## src/rtl/tensor_warp_scheduler.sv

```systemverilog
// Tensor core warp scheduler: per-warp B-buffer load tracking, one pending compute per warp,
// round-robin grant among loaded+pending warps, multi-cycle compute, beat-wise writeback.
module tensor_warp_scheduler #(
  parameter int NUM_WARPS      = 8,
  parameter int LOAD_BEATS     = 2,
  parameter int COMPUTE_CYCLES = 4,
  parameter int WB_BEATS       = 2,
  localparam int WIDW = $clog2(NUM_WARPS),
  localparam int LBW  = $clog2(LOAD_BEATS) + 1,
  localparam int CSW  = $clog2(COMPUTE_CYCLES) + 1,
  localparam int WBW  = $clog2(WB_BEATS) + 1
) (
  input  logic                 clk,
  input  logic                 reset,
  input  logic                 req_valid,
  output logic                 req_ready,
  input  logic [WIDW-1:0]      req_wid,
  input  logic                 req_load,
  input  logic [4:0]           req_rd,
  output logic                 buf_we,
  output logic [WIDW-1:0]      buf_wid,
  output logic [LBW-1:0]       buf_beat,
  output logic [NUM_WARPS-1:0] ready_to_fire,
  output logic [WIDW-1:0]      warp_sel,
  output logic                 tg_en,
  output logic [CSW-1:0]       tg_step,
  output logic                 wb_valid,
  input  logic                 wb_ready,
  output logic [WIDW-1:0]      wb_wid,
  output logic [4:0]           wb_rd,
  output logic [WBW-1:0]       wb_beat,
  output logic                 busy
);
  localparam int CW = (CSW > WBW) ? CSW : WBW;

  typedef enum logic [1:0] {IDLE, COMPUTE, WB} state_t;

  state_t               state_q;
  logic [LBW-1:0]       load_cnt_q [NUM_WARPS];
  logic [NUM_WARPS-1:0] loaded_q;
  logic [NUM_WARPS-1:0] pend_q;
  logic [4:0]           rd_q [NUM_WARPS];
  logic [WIDW-1:0]      act_wid_q;
  logic [WIDW-1:0]      rr_last_q;
  logic [CW-1:0]        cnt_q;

  logic                 accept;
  logic                 wb_last;
  logic                 grant_vld;
  logic [WIDW-1:0]      grant_wid;
  logic [WIDW-1:0]      cand;
  logic [NUM_WARPS-1:0] elig;
  logic [LBW-1:0]       load_cnt_d;

  // The active warp is both loaded and pending, so its own requests are blocked while it runs.
  assign req_ready  = req_load ? !loaded_q[req_wid] : !pend_q[req_wid];
  assign accept     = req_valid && req_ready;
  assign buf_we     = accept && req_load;
  assign buf_wid    = buf_we ? req_wid : '0;
  assign buf_beat   = buf_we ? load_cnt_q[req_wid] : '0;
  assign load_cnt_d = load_cnt_q[req_wid] + LBW'(1);

  assign ready_to_fire = loaded_q;
  assign warp_sel      = act_wid_q;
  assign busy          = (state_q != IDLE);
  assign tg_en         = (state_q == COMPUTE);
  assign tg_step       = tg_en ? cnt_q[CSW-1:0] : '0;
  assign wb_valid      = (state_q == WB);
  assign wb_wid        = wb_valid ? act_wid_q : '0;
  assign wb_rd         = wb_valid ? rd_q[act_wid_q] : '0;
  assign wb_beat       = wb_valid ? cnt_q[WBW-1:0] : '0;
  assign wb_last       = wb_valid && wb_ready && (cnt_q == CW'(WB_BEATS - 1));

  // Round-robin search starting just past the last granted warp; index arithmetic wraps mod NUM_WARPS.
  always_comb begin
    elig      = pend_q & loaded_q;
    grant_vld = 1'b0;
    grant_wid = '0;
    cand      = '0;
    for (int i = 1; i <= NUM_WARPS; i++) begin
      cand = rr_last_q + WIDW'(i);
      if (!grant_vld && elig[cand]) begin
        grant_vld = 1'b1;
        grant_wid = cand;
      end
    end
  end

  always_ff @(posedge clk) begin
    if (reset) begin
      state_q   <= IDLE;
      loaded_q  <= '0;
      pend_q    <= '0;
      act_wid_q <= '0;
      rr_last_q <= WIDW'(NUM_WARPS - 1);
      cnt_q     <= '0;
      for (int w = 0; w < NUM_WARPS; w++) begin
        load_cnt_q[w] <= '0;
        rd_q[w]       <= '0;
      end
    end else begin
      if (buf_we) begin
        load_cnt_q[req_wid] <= load_cnt_d;
        if (load_cnt_d == LBW'(LOAD_BEATS)) loaded_q[req_wid] <= 1'b1;
      end
      if (accept && !req_load) begin
        pend_q[req_wid] <= 1'b1;
        rd_q[req_wid]   <= req_rd;
      end

      case (state_q)
        IDLE: begin
          if (grant_vld) begin
            act_wid_q <= grant_wid;
            rr_last_q <= grant_wid;
            cnt_q     <= '0;
            state_q   <= COMPUTE;
          end
        end
        COMPUTE: begin
          if (cnt_q == CW'(COMPUTE_CYCLES - 1)) begin
            cnt_q   <= '0;
            state_q <= WB;
          end else begin
            cnt_q <= cnt_q + CW'(1);
          end
        end
        WB: begin
          if (wb_last) begin
            pend_q[act_wid_q]     <= 1'b0;
            loaded_q[act_wid_q]   <= 1'b0;
            load_cnt_q[act_wid_q] <= '0;
            cnt_q                 <= '0;
            state_q               <= IDLE;
          end else if (wb_ready) begin
            cnt_q <= cnt_q + CW'(1);
          end
        end
        default: state_q <= IDLE;
      endcase
    end
  end
endmodule

```

## config.mk

```make
export PLATFORM = sky130hd
export DESIGN_NAME = tensor_warp_scheduler
export DESIGN_NICKNAME = d
export VERILOG_FILES = /design/src/rtl/tensor_warp_scheduler.sv
export SDC_FILE = /design/constraint.sdc
export NUM_CORES = 1
export LEC_CHECK = 0
export ABC_AREA = 0
export CELL_PAD_IN_SITES_DETAIL_PLACEMENT = 1
export CELL_PAD_IN_SITES_GLOBAL_PLACEMENT = 2
export CORE_ASPECT_RATIO = 1.2
export CORE_UTILIZATION = 25
export CTS_CLUSTER_DIAMETER = 100
export DETAILED_ROUTE_END_ITERATION = 10
export PLACE_DENSITY = 0.65
export SETUP_SLACK_MARGIN = 0.4
export SYNTH_ARGS = -nofsm -noshare
export SYNTH_HDL_FRONTEND = slang
export SYNTH_SLANG_ARGS = --single-unit
```

## constraint.sdc

```tcl
create_clock -name clk -period 2.8 [get_ports clk]
set_input_delay 0.56 -clock clk [delete_from_list [all_inputs] [get_ports clk]]
set_output_delay 0.56 -clock clk [all_outputs]
set_load 0.02 [all_outputs]
```

== Word-level counts from Yosys, hierarchy flattened ==
Memories as Yosys holds them, arrays and structs flattened. A register that Yosys moved wholly into a read port is not among the register bits.
Cells that the tools add are included.

* Register bits: 27
* Memory bits (writable): 56
* Input bits: 13
* Output and inout bits: 34
* Logic and storage cells: 165
* Memories: 2

{| class="wikitable"
|+ Memory list
! memory !! words !! bits a word !! read ports !! clocked after memory_dff !! write ports !! line !! RTL
|-
| rd_q || 8 || 5 || 1 || 1 || 8 || 42 || <nowiki>logic [4:0] rd_q [NUM_WARPS];</nowiki>
|-
| load_cnt_q || 8 || 2 || 1 || 0 || 8 || 39 || <nowiki>logic [LBW-1:0] load_cnt_q [NUM_WARPS];</nowiki>
|}

* $add $sub $neg: 9
* Order comparisons: 12
* Equal/unequal tests: 9
* Mux-type cells: 88
* Bitwise operators: 6
* Reductions and logical operators: 33

{| class="wikitable"
|+ Operator list
! operator !! number
|-
| $mux W8 || 9
|-
| $mux W3 || 20
|-
| $lt A3 B4 Y1 const B || 10
|-
| $mux W1 || 36
|-
| $bmux W1 S3 || 10
|-
| $and A8 B8 Y8 || 3
|-
| $or A8 B8 Y8 || 2
|-
| $logic_and A1 B1 Y1 || 14
|-
| $mux W2 || 7
|-
| $add A3 B3 Y3 const B || 4
|-
| $logic_not A1 Y1 || 10
|-
| $mux W5 || 2
|-
| $pmux W3 S3 || 1
|-
| $not A8 Y8 || 1
|-
| $add A3 B1 Y3 const B || 2
|-
| $add A3 B2 Y3 const B || 2
|-
| $demux W1 S3 || 2
|-
| $ge A3 B1 Y1 const B || 2
|-
| $pmux W2 S3 || 1
|-
| $reduce_and A3 Y1 || 2
|-
| $reduce_or A5 Y1 || 1
|-
| $eq A2 B2 Y1 const B || 2
|-
| $ne A2 B1 Y1 const B || 2
|-
| $reduce_or A2 Y1 || 2
|-
| other kinds (10) || 10
|}

== Depth between registers and ports, before layout ==
Gate-level depths: netlist of run 1.

* Depth in word-level cells: 28
* Gate-level depth with buffers: 11

== Worst setup path before layout of run 1 ==
OpenSTA, ideal clock, no wires.

* Path type: register to register
* Start point: reg rr_last_q[1]
* End point: reg cnt_q[1]
* Setup time: 71 ps
* Data arrival time: 2860 ps
* Setup slack: -131 ps
* Cell stages (with the launch flop): 12
* Buffers on the path: 2
* Clock period less this slack: 2931 ps
* Cell sequence: dfxtp_1 -> buf_2 -> inv_2 -> ha_1 -> buf_6 -> inv_4 -> mux4_1 -> mux2i_2 -> or3_4 -> nor4_4 -> or4_1 -> a21oi_1

* Longest elaborated chain between the ends: 27
* Elaborated cells between the ends (all ways): 47
* Classes of those cells: add/sub: 7; eq/ne: 1; mux: 24; reduce/logical: 15

{| class="wikitable"
|+ Ends and longest elaborated chain
! what !! line !! RTL
|-
| start, declared || 44 || <nowiki>logic [WIDW-1:0] rr_last_q;</nowiki>
|-
| start signal, assigned || 95 || <nowiki>rr_last_q <= WIDW'(NUM_WARPS - 1);</nowiki>
|-
| start signal, assigned || 115 || <nowiki>rr_last_q <= grant_wid;</nowiki>
|-
| $add A3 B1 Y3 || 81 || <nowiki>cand = rr_last_q + WIDW'(i);</nowiki>
|-
| $bmux W1 S3 || 82 || <nowiki>if (!grant_vld && elig[cand]) begin</nowiki>
|-
| $mux W1 (implied by the code) || 82 ||
|-
| $mux W1 || 82 ||
|-
| $logic_not A1 Y1 || 82 ||
|-
| $logic_and A1 B1 Y1 || 82 ||
|-
| $mux W1 || 82 ||
|-
| $logic_not A1 Y1 || 82 ||
|-
| [... 11 more ...] || - ||
|-
| $logic_not A1 Y1 || 82 ||
|-
| $logic_and A1 B1 Y1 || 82 ||
|-
| $mux W1 || 82 ||
|-
| $logic_not A1 Y1 || 82 ||
|-
| $logic_and A1 B1 Y1 || 82 ||
|-
| $mux W1 (*) || 82 ||
|-
| $ne A2 B2 Y1 (no line) (*) || - ||
|-
| $reduce_and A3 Y1 (no line) (*) || - ||
|-
| end signal, assigned || 125 || <nowiki>cnt_q <= cnt_q + CW'(1);</nowiki>
|-
| end signal, assigned || 136 || <nowiki>cnt_q <= cnt_q + CW'(1);</nowiki>
|-
| end, declared || 45 || <nowiki>logic [CW-1:0] cnt_q;</nowiki>
|}

Every way passes the cells marked *; elsewhere a longest branch is shown, timed or not. The select of a mux whose other input is x is not followed.
A chain may end at the register's enable or synchronous reset.

== Final worst setup path of run 1 ==
* Start point: reg rr_last_q[0]
* End point: reg cnt_q[1]

Same word-level chain as after synthesis.

==> impl_metrics.ini, run 1 <==
[run_status]
outcome = finished, final reports clean

[clock_network]
cts_buffers = 9
cts_tree = yes
clk_path_buf_depth = 2
clk_latency_ps = 350
clkTransAtPathRegs_ps = 60
clock-sinks = 86
h-tree-depth = 3
cts_hold_buf = 0
cts-root-buf = clkbuf_16

[yosys]
synth_ff_type = dfxtp_1
synth_fp_nets = 556
synth-warning-count = 0
synth_cell_type_count = 70
syn_area_um2 = 5329
synth-edff-count = 40
postSynthCellCount = 531
synth.yosys.seq_area_share_pct = 39.82
synth-seq-cells = 86
syn_avg_cell_area_um2 = 10.04
async_flop_share_pct = 0

[drt]
ant_nets = 0
drt_pass1_iterations = 4
post_drt_wl_per_cell_um = 19.14
drt_iter0_drc = 235
wl_um = 17430
viasPerCell = 4.977
dr_total_vias = 4534
drc = 0

[min_path]
hold_path.class = reg2reg

[pwr]
leakage_uw = 0.003013
pwr-share-seq_pct = 44.4
p_int_uw = 2253
switching_share_pct = 26.63
clkPwrFrac_pct = 40.0
ir_drop_mv = 0.2164
power_density_nw_per_um2 = 416.3
p_comb_share_pct = 15.6
p_sw_uw = 817.8

[sta]
relSlewSlack_pct = 57.63
drv_slew = 0
setup_tns_ps = 0
period_minus_slack_ps = 2596
clock.fmax_mhz = 385.2
setup_violations = 0
final.setup_skew_ps = 5.757
fin_ws_ps = 203.8
worst_pin_slew_ps = 629.0
timing.final.crit_share_pct = 92.72
rsz0062_at_grt = true
hold_violations = 0

[floorplan]
die_w_um = 135.3
rows = 58
io_pins = 47
initial_core_util_pct = 25.50
core-area_um2 = 20900
die_area_um2 = 21910
die_h_um = 161.9

[placed_design]
place_area_um2 = 6549
gp_congestion = 0.8038
place_inst = 870
place.port_buffers = 46
place_hpwl_um = 13160
dp_worst_setup_slack_ps = -640.1

[finish]
instances_no_fill = 911
n_antenna_cell = 0
final_cell_mix = buf_4, nand2_1, and3_1
final_common_cell = buf_4
areaGrowthSynthToFinish_pct = 38.44
final_area_um2 = 7377
final_util_pct = 35.30
layout.nets = 661
post_route_cells_drive_above_1_share_pct = 33.85

[worst_setup_path]
crit_fanout = 7
worstSetupEndpointType = register
critical_path_arrival_ps = 2880
worstPathRequired_ps = 3090
critical_path_class = reg2reg
cp-start-kind = register

[grt]
antenna_found_initial = 0
grt_pass1_vias = 4865
track_usage_pct = 16.76
grt_first_pass_wirelength_um = 28030
grt_max_degree = 41
grt_overflow = 0

[job]
drv_cap = 0
==> power groups by stage <==
stage	registers (uW)	logic [uW]	clock network, uW
after floorplan	1390	237	0
after global placement	1390	399	0
after detailed placement	1400	413	0
after CTS	1370	463	1250
after global routing	1370	520	1300
final	1360	479	1230
==> critical path, stage by stage (launching register included) <==
cell and delay [ps]:
dfxtp_4 400, inv_4 50, ha_4 280, mux4_2 450
mux2i_4 110, a22oi_4 390, nor4_4 60, buf_6 140
or4_4 510, a21oi_2 140
==> repair_timing <==
item / 4_1_cts / 5_1_grt
endpoints found under the setup margin: 143 / 27
hold endpoints to repair: 0 / 0
gates cloned: 1 / 0
pin swaps: 28 / 18
setup buffers: 18 / 6
gates resized for setup: 140 / 46
==> kinds of logic after synthesis <==
kind of cell | Yosys count | synth area share (%)
multiplexers | 55 | 17.59
AND/OR/NAND/NOR | 228 | 22.99
adder cells (fa/ha/maj) | 12 | 2.817
buffers and inverters | 52 | 4.226
flip-flops | 86 | 39.82
AO/OA/AOI/OAI | 96 | 12.09
XOR/XNOR | 2 | 0.4697
==> path summary, 6_finish.rpt <==
path	startpoint	endpoint	slack (ps)	depth (start not counted)
min	cnt_q[2]$_SDFFE_PP0P_	cnt_q[2]$_SDFFE_PP0P_	520	2
max reg2reg	rr_last_q[0]$_SDFFE_PP1N_	cnt_q[1]$_SDFFE_PP0P_	200	9
max	rr_last_q[0]$_SDFFE_PP1N_	cnt_q[1]$_SDFFE_PP0P_	200	9
min reg2reg	cnt_q[2]$_SDFFE_PP0P_	cnt_q[2]$_SDFFE_PP0P_	520	2
==> routing by layer <==
layer / track usage [%] / vias up / routed length (um) / share of wire (%)
met4: 6.282 / 0 / 439 / 2.5
met2: 28.83 / 97 / 8676 / 50
met1: 21.27 / 2222 / 7763 / 45
met3: 2.091 / 25 / 552 / 3.2
li1: - / 2190 / - / -
met5: 0 / - / 0 / 0
==> sequential cells by signal, indices dropped and copies added, names as in the netlist, named ones only <==
signal	cells
pend_q	8
state_q	2
rd_q	40
warp_sel	3
rr_last_q	3
cnt_q	3
ready_to_fire	8
load_cnt_q	16
==> final cells by class <==
| cell class | instances | area [um^2] |
|---|---|---|
| repair buffers | 131 | 1189 |
| clock inverters | 6 | 71.32 |
| well taps | 270 | 337.8 |
| multi-input cells | 393 | 3324 |
| fillers | 2320 | 13520 |
| inverters | 15 | 76.32 |
| clock buffers | 10 | 229.0 |
| flip-flops and latches | 86 | 2150 |
==> synthesized netlist by cell type (8+ instances only) <==
cell type	instances	share of area, %
nor2_1	39	2.7
a21oi_1	31	2.9
a22oi_1	11	1.5
clkbuf_1	29	2.0
inv_1	11	0.77
o21ai_0	15	1.4
and2_1	19	2.2
nand2_1	63	4.4
a311oi_1	10	1.6
and3_1	44	5.2
nor2b_1	11	1.3
nand3_1	10	0.94
edfxtp_1	40	23
mux4_2	20	8.5
dfxtp_1	46	17
mux4_1	8	3.9
ha_1	12	2.8
mux2i_1	24	4.5
==> stage by stage <==
step | hold WS (ps) | power [uW]
3_3_place_gp | 483.5 | 1793
3_5_place_dp | 503.6 | 1808
4_1_cts | 517.6 | 3078
2_1_floorplan | 464.2 | 1623
6_report | 516.5 | 3071
5_1_grt | 528.5 | 3188
No activity file was read; power rests on OpenSTA's default activity.
==> inputs of run 2 (changes only) <==
Settings changed: CORE_MARGIN set to 1.
==> results of run 2 <==
The final DEF is identical to that of run 1; final timing and power are the same.
